--- config.mk ---
export PLATFORM = sky130hd
export DESIGN_NAME = seq_detect_param
export DESIGN_NICKNAME = d
export VERILOG_FILES = /design/src/rtl/seq_detect_pkg.sv /design/src/rtl/seq_detect_param_sat_counter.sv /design/src/rtl/seq_detect_param.sv
export SDC_FILE = /design/constraint.sdc
export NUM_CORES = 1
export LEC_CHECK = 0
export BUFFER_PORTS_ARGS = -buffer_cell sky130_fd_sc_hd__buf_4
export CORE_AREA = 2 2 69 71
export DETAILED_ROUTE_END_ITERATION = 10
export DIE_AREA = 0 0 71 73
export PLACE_DENSITY = 0.67
export SLEW_MARGIN = 20
export SYNTH_ARGS = -nofsm -noshare
export SYNTH_HDL_FRONTEND = slang
export SYNTH_SLANG_ARGS = --single-unit
export TNS_END_PERCENT = 5
--- constraint.sdc ---
create_clock -name clk -period 5.3 [get_ports clk]
set_input_delay 0.265 -clock clk [delete_from_list [all_inputs] [get_ports clk]]
set_output_delay 0.265 -clock clk [all_outputs]
set_load 0.02 [all_outputs]
--- src/rtl/seq_detect_pkg.sv ---
// Shared types, defaults and helpers for the parametrised serial-pattern detector.
package seq_detect_pkg;

    localparam int DEF_MAX_LEN = 8;
    localparam int DEF_CNT_W   = 8;
    localparam int VEC_W       = 32;

    typedef enum logic {
        ST_UNCFG = 1'b0,
        ST_RUN   = 1'b1
    } det_state_e;

    function automatic int len_width(input int max_len);
        return $clog2(max_len + 1);
    endfunction

    // Keeps bits [len-1:0] of v and zeroes the rest; callers zero-extend to VEC_W.
    function automatic logic [VEC_W-1:0] mask_low(input logic [VEC_W-1:0] v, input int len);
        logic [VEC_W-1:0] m;
        m = '0;
        for (int i = 0; i < VEC_W; i++) begin
            if (i < len) m[i] = 1'b1;
        end
        return v & m;
    endfunction

endpackage

--- src/rtl/seq_detect_param_sat_counter.sv ---
// Saturating up-counter; holds at all-ones instead of wrapping.
module sat_counter #(
    parameter int W = 8
) (
    input  logic         clk,
    input  logic         reset,
    input  logic         inc,
    output logic [W-1:0] count
);

    logic [W-1:0] count_q;

    always_ff @(posedge clk) begin
        if (!reset) begin
            count_q <= '0;
        end else if (inc && (count_q != '1)) begin
            count_q <= count_q + 1'b1;
        end
    end

    assign count = count_q;

endmodule

--- src/rtl/seq_detect_param.sv ---
// Mealy serial-pattern detector with run-time pattern/length/overlap and a match counter.
// States: ST_UNCFG = latched config invalid (cfg_err=1, y never fires) | ST_RUN = detecting.
module seq_detect_param
    import seq_detect_pkg::*;
#(
    parameter int MAX_LEN = DEF_MAX_LEN,
    parameter int LEN_W   = len_width(MAX_LEN),
    parameter int CNT_W   = DEF_CNT_W
) (
    input  logic               clk,
    input  logic               reset,
    input  logic               din,
    input  logic               din_valid,
    input  logic               cfg_load,
    input  logic [MAX_LEN-1:0] cfg_pattern,
    input  logic [LEN_W-1:0]   cfg_len,
    input  logic               cfg_overlap,
    output logic               y,
    output logic [CNT_W-1:0]   match_count,
    output logic               cfg_err
);

    det_state_e         state_q, state_d;
    logic [MAX_LEN-1:0] pat_q, pat_d;
    logic [LEN_W-1:0]   len_q, len_d;
    logic               ovl_q, ovl_d;
    logic [MAX_LEN-2:0] hist_q, hist_d;
    logic [LEN_W-1:0]   fill_q, fill_d;

    logic [MAX_LEN-1:0] window;
    logic               pat_hit;
    logic               fill_ok;
    logic               cfg_bad;
    logic               match;

    always_comb begin
        window  = {hist_q, din};
        pat_hit = (mask_low(VEC_W'(window), int'(len_q)) == mask_low(VEC_W'(pat_q), int'(len_q)));
        fill_ok = (int'(fill_q) >= (int'(len_q) - 1));
        cfg_bad = (cfg_len == '0) || (int'(cfg_len) > MAX_LEN);
        match   = din_valid && !cfg_load && reset && (state_q == ST_RUN) && fill_ok && pat_hit;
    end

    always_comb begin
        state_d = state_q;
        pat_d   = pat_q;
        len_d   = len_q;
        ovl_d   = ovl_q;
        hist_d  = hist_q;
        fill_d  = fill_q;
        if (cfg_load) begin
            pat_d   = cfg_pattern;
            len_d   = cfg_len;
            ovl_d   = cfg_overlap;
            hist_d  = '0;
            fill_d  = '0;
            state_d = cfg_bad ? ST_UNCFG : ST_RUN;
        end else if (din_valid) begin
            // Non-overlapping mode restarts from an empty history after each hit.
            if (match && !ovl_q) begin
                hist_d = '0;
                fill_d = '0;
            end else begin
                hist_d = window[MAX_LEN-2:0];
                if (int'(fill_q) < (MAX_LEN - 1)) fill_d = fill_q + 1'b1;
            end
        end
    end

    always_ff @(posedge clk) begin
        if (!reset) begin
            state_q <= ST_UNCFG;
            pat_q   <= '0;
            len_q   <= '0;
            ovl_q   <= 1'b0;
            hist_q  <= '0;
            fill_q  <= '0;
        end else begin
            state_q <= state_d;
            pat_q   <= pat_d;
            len_q   <= len_d;
            ovl_q   <= ovl_d;
            hist_q  <= hist_d;
            fill_q  <= fill_d;
        end
    end

    sat_counter #(.W(CNT_W)) u_cnt (
        .clk   (clk),
        .reset (reset),
        .inc   (match),
        .count (match_count)
    );

    assign y       = match;
    assign cfg_err = (state_q == ST_UNCFG);

endmodule

; ---- Yosys cells after proc, flatten, opt, wreduce, memory -nomap -nowiden
; Index checks and enable logic that the tools add are counted.
[classes]
n_addsub = 3
magnitude_cmp = 18
eq_ne = 2
n_mux = 19
bitwise = 4
n_reduce_logical = 14
[op_table]
columns = op, n
row1 = 8-bit by 15-bit AND with 15-bit output, 2
row2 = "4-bit less-than comparator, first input constant", 7
row3 = "3-bit by 4-bit less-than comparator with 1-bit output, first input constant", 4
row4 = 1-bit 2-to-1 mux, 16
row5 = 15-bit equality test, 1
row6 = "8-bit by 1-bit adder with 8-bit output, second input constant", 1
row7 = "1-bit by 4-bit less-than comparator with 1-bit output, first input constant", 2
row8 = "2-bit by 4-bit less-than comparator with 1-bit output, first input constant", 2
row9 = 4-bit 2-to-1 mux, 2
row10 = "8-bit != test, second input constant", 1
row11 = 1-bit logical AND, 7
row12 = 7-bit 2-to-1 mux, 1
row13 = 5-bit >= comparator, 1
row14 = "4-bit by 1-bit subtractor with 5-bit output, second input constant", 1
row15 = "4-bit by 1-bit adder with 4-bit output, second input constant", 1
row16 = "4-bit greater-than comparator, second input constant", 1
row17 = 4-bit zero test, 1
row18 = "4-bit by 3-bit less-than comparator with 1-bit output, second input constant", 1
row19 = 1-bit zero test, 2
row20 = 1-bit NOT, 2
row21 = 2-bit AND reduction, 1
row22 = 2-bit nonzero test, 1
row23 = 2-bit OR reduction, 1
row24 = 1-bit logical OR, 1
[totals]
reg_bits = 33
input_bits = 18
out_inout_bits = 10
elab_cells = 67

; ---- Depth between registers and ports, before layout
[logic_depth]
word_depth = 9
ltp_mapped = 12
mapped_depth_nobuf = 10

; ---- Modules after synthesis
; Synthesis repeated with hierarchy kept, for this count alone.
[hier_totals]
hier_cells = 200
hier_area_um2 = 1810.5
[modules_own_cells]
columns = module, instances, cells_per_inst, area_per_inst_um2, seq_area_each_um2
row1 = seq_detect_param, 1, 153, 1406.3, 500.5
row2 = sat_counter, 1, 47, 404.1, 160.2

; ---- Least setup slack after synthesis
; No wires, ideal clock.
[synth_path]
path_kind = flip-flop to flip-flop
start = register len_q[0]
end = register fill_q[0]
setup_ns = 0.078
t_arrival_ns = 2.268
t_required_ns = 5.222
path_slack_ns = 2.954
stages_incl_launch_ff = 13
path_buffers = 2
period_less_slack_ns = 2.346
path_cell_list = dfxtp_1 -> inv_1 -> ha_1 -> xnor2_1 -> ha_1 -> a21oi_1 -> o21ai_0 -> a221o_1 -> nand4_1 -> buf_2 -> nor2_1 -> buf_2 -> nor3_1
[synth_between]
elab_chain_cells = 8
word_cells_on_any_way = 41
classes_between = 1 x add/sub / 16 x order compare / 1 x eq/ne / 16 x mux / 2 x bitwise / 5 x reduce/logical
[synth_rtl]
columns = element, line
row1 = "start, declared", seq_detect_param.sv:25  ; logic [LEN_W-1:0] len_q, len_d;
row2 = "start signal, assigned", seq_detect_param.sv:81  ; len_q <= len_d;
row3 = branches (longest 4 deep; another with 4-bit by 1-bit subtractor with 5-bit output), --
row4 = 1-bit logical AND (*), seq_detect_param.sv:41  ; match = din_valid && !cfg_load && reset && (state_q == ST_RUN) && fill_ok && pat_hit;
row5 = 1-bit logical AND (*), seq_detect_param.sv:60  ; if (match && !ovl_q) begin
row6 = 2-bit nonzero test (no source line), --
row7 = 2-bit AND reduction (no source line), --
row8 = "end signal, assigned", seq_detect_param.sv:84  ; fill_q <= fill_d;
row9 = "end, declared", seq_detect_param.sv:28  ; logic [LEN_W-1:0] fill_q, fill_d;
; Every way passes the cells marked *.
; A chain may end at the register's enable or synchronous reset.

; ---- Worst setup path in the final report
[layout_path]
start = register len_q[0]
end = register hist_q[4]
[layout_between]
elab_chain_cells = 7
word_cells_on_any_way = 39
classes_between = 1 x add/sub / 16 x order compare / 1 x eq/ne / 16 x mux / 2 x bitwise / 3 x reduce/logical
[layout_rtl]
columns = element, line
row1 = branches (longest 4 deep; another with 4-bit by 1-bit subtractor with 5-bit output), --
row2 = 1-bit logical AND (*), seq_detect_param.sv:41
row3 = 1-bit logical AND (*), seq_detect_param.sv:60
row4 = 7-bit 2-to-1 mux (*), seq_detect_param.sv:60
row5 = "end signal, assigned", seq_detect_param.sv:83  ; hist_q <= hist_d;
row6 = "end, declared", seq_detect_param.sv:27  ; logic [MAX_LEN-2:0] hist_q, hist_d;
; Marks and branches as above.

==> impl_metrics.ini <==
[outcome]
status = finished clean

[finish]
fill_cells = 439
layout.cells.non_filler = 270
final_area_sq_um = 2060
final_layout_size_suffix_gt1_frac = 0.176
regArea_sq_um = 661
fin_nets = 243
areaGrowthSynthToFinish_pct = 19.9
multi_input_area_sq_um = 981
diodes = 0

[sta]
finClkSkew_ns = 0.00794
hold_viol = 0
setup_ws_ns = 2.30
setup_viol = 0
max-slew-margin-rel = 0.570
worst_pin_slew_ns = 0.642
post-route-min-period_ns = 3.00
rsz0062_at_grt = no
timing.final.crit_share = 0.566
max_freq_mhz = 333
maxSlewViolCount = 0
tns_ns = 0

[logic_synthesis]
yosysTopAreaCell = dfxtp_1
syn_avg_cell_area_sq_um = 9.10
yosysWarningCount = 0
yosys.area.top_type_share = 0.384
synth_nets = 217
syn_inst = 189
synth-seq-cells = 33
synth.area.top_cells = dfxtp_1 38%, mux2i_1 10%, ha_1 7.3%
synth_area_sq_um = 1720
synth_seq_area_share = 0.384
synth.distinct_cells = 37

[grt]
overflow = 0
grt_max_degree = 25
antenna_found_initial = 0
grt_pass1_vias = 1257
grt_usage = 0.149
grt_pass1_wl_um = 6050

[worst_setup_path]
worstSetupEndpointType = register
r2r_cells = 10
cp.arrival_ns = 3.15
reg2reg_slack_ns = 2.30
crit_required_ns = 5.45
cp_max_fo = 14
crit_type = register to register
start_kind = register

[clocking]
htree_levels = 2
clock_path_buffers = 2
cts_resized = 0
cts-root-buf = clkbuf_8
clk_latency_ns = 0.29
cts_buffers = 5
cts_tree = built
cts_setup_buffers = 0
path_clk_slew_ns = 0.07
cts_hold_repair.buffers = 0
clock-sinks = 33

[worst_hold_path]
hold_depth = 3
hold_path.class = primary input to register

[pwr]
ir_worst_vdd_mv = 0.150
power_density_nw_per_um2 = 275
switching_share = 0.223
p_leak_nw = 0.876
switchingPower_mw = 0.127
seqPwrFrac = 0.465
pwr-share-comb = 0.105
p_int_mw = 0.441
power.total_mw = 0.568
p_clk_frac = 0.430

[route]
via_per_inst = 4.99
drt_drc_violations_left = 0
vias = 1347
post_drt_wl_per_cell_um = 13.1
drt_iter0_markers = 81
routed_wl_um = 3540
ant_nets = 0
drt-pass1-iter-count = 4

[floorplanning]
pin_count = 28
core_sq_um = 4540
die_x_um = 71
start_util = 0.379
dieArea_sq_um = 5180
dieHeight_um = 73
rows = 25

[placed_design]
dp_cells = 262
gp_congestion = 0.782
place_area_sq_um = 1950
hpwl_um = 2540
io_buffers = 27
dpl_worst_slack_ns = 2.24

[job]
drv_cap = 0
Yosys cell counts (all sizes together):
cell    instances
dfxtp          33
nand2          22
mux2i          18
nor2b          15
ha             10
inv             9
nor3            9
o21ai           9
nor2            8
xnor2           8
buf             6
nand3           5
a21oi           4
or4             4
xor2            4
a21boi          3
clkbuf          2
nand2b          2
nand4           2
nor3b           2
o211a           2
o31ai           2
a211o           1
a221o           1
a31oi           1
nor4            1
o21a            1
o22ai           1
o31a            1
o32ai           1
o41ai           1
or3             1
metal layers:
| metal | part of all wire | vias to the layer above | track usage |
|---|---|---|---|
| met4 | 0.017 | 0 | 0.0566 |
| met2 | 0.46 | 22 | 0.227 |
| met3 | 0.041 | 6 | 0.0387 |
| li1 | - | 708 | - |
| met1 | 0.48 | 611 | 0.202 |
| met5 | 0 | - | 0 |
worst max-delay path, stage by stage, from the launching register on:
cell and delay, ns:
dfxtp_1 0.41, inv_1 0.11, ha_1 0.23, xnor2_1 0.14, ha_1 0.31, nand2_1 0.05, o21ai_0 0.15, a221o_1 0.17
nand4_1 0.43, nor2_1 0.69, o21ai_0 0.19
cell usage in the layout (no fill, tap or decap):
cell type,n
or3_1,1
o31a_1,1
o211a_1,2
a21boi_1,3
o22ai_1,1
clkbuf_8,6
xnor2_1,8
nand4_1,2
nor2_2,1
a221o_1,1
nor2_1,7
nor4_2,1
buf_4,27
xor2_1,4
o21a_1,1
nand2b_1,1
bufinv_16,1
mux2i_1,18
nand2b_4,1
o21ai_0,9
a21oi_1,4
a31oi_1,1
nand2_1,22
o32ai_2,1
inv_1,9
dfxtp_1,33
nand3_1,5
nor2b_1,15
nor3b_1,2
or4_1,4
a211o_1,1
o41ai_1,1
o31ai_1,2
nor3_1,9
ha_1,10
clkbuf_1,1
sequential cells by signal, indices dropped and copies added (netlist names):
signal       count
hist_q           7
len_q            4
u_cnt.count      8
fill_q           4
ovl_q            1
state_q          1
pat_q            8
path summary, 6_finish.rpt:
path / start / end
max: len_q[0] / hist_q[4]
min: cfg_pattern[0] / pat_q[0]
max reg2reg: len_q[0] / hist_q[4]
min reg2reg: hist_q[6] / hist_q[6]
layout make-up:
| cell class | instances | area share |
|---|---|---|
| timing repair buffer | 27 | 0.0983 |
| clock buffer | 7 | 0.0419 |
| sequential | 33 | 0.320 |
| multi-input combinational | 139 | 0.476 |
| clock inverter | 1 | 0.0146 |
| tap | 54 | 0.0328 |
| inverter | 9 | 0.0164 |
stage by stage:
step | hold slack, ns | util
floorplan | 0.405 | -
global placement | 0.456 | 0.429
detailed placement | 0.470 | 0.429
CTS | 0.227 | 0.455
global route | 0.234 | 0.455
finish | 0.233 | 0.455
cells by family (layout without fill, tap and decap cells):
kind of cell	after synthesis	count (layout)	share of synthesized area
buffers and inverters	17	44	0.0458
and+or+nand+nor	71	71	0.218
muxes	18	18	0.105
AOI/OAI and AO/OA	28	28	0.113
DFF	33	33	0.384
adders and majority gates	10	10	0.0727
xor gates and xnor gates	12	12	0.0611
power by group through the flow:
stage	combinational, mW	sequential (mW)	clock (mW)
after floorplan	0.0442	0.266	0
after global placement	0.0594	0.269	0
after global routing	0.0669	0.265	0.263
final	0.0597	0.264	0.244
after detailed placement	0.0599	0.270	0
after CTS	0.0602	0.264	0.250
No activity file was read; power rests on OpenSTA's default activity.
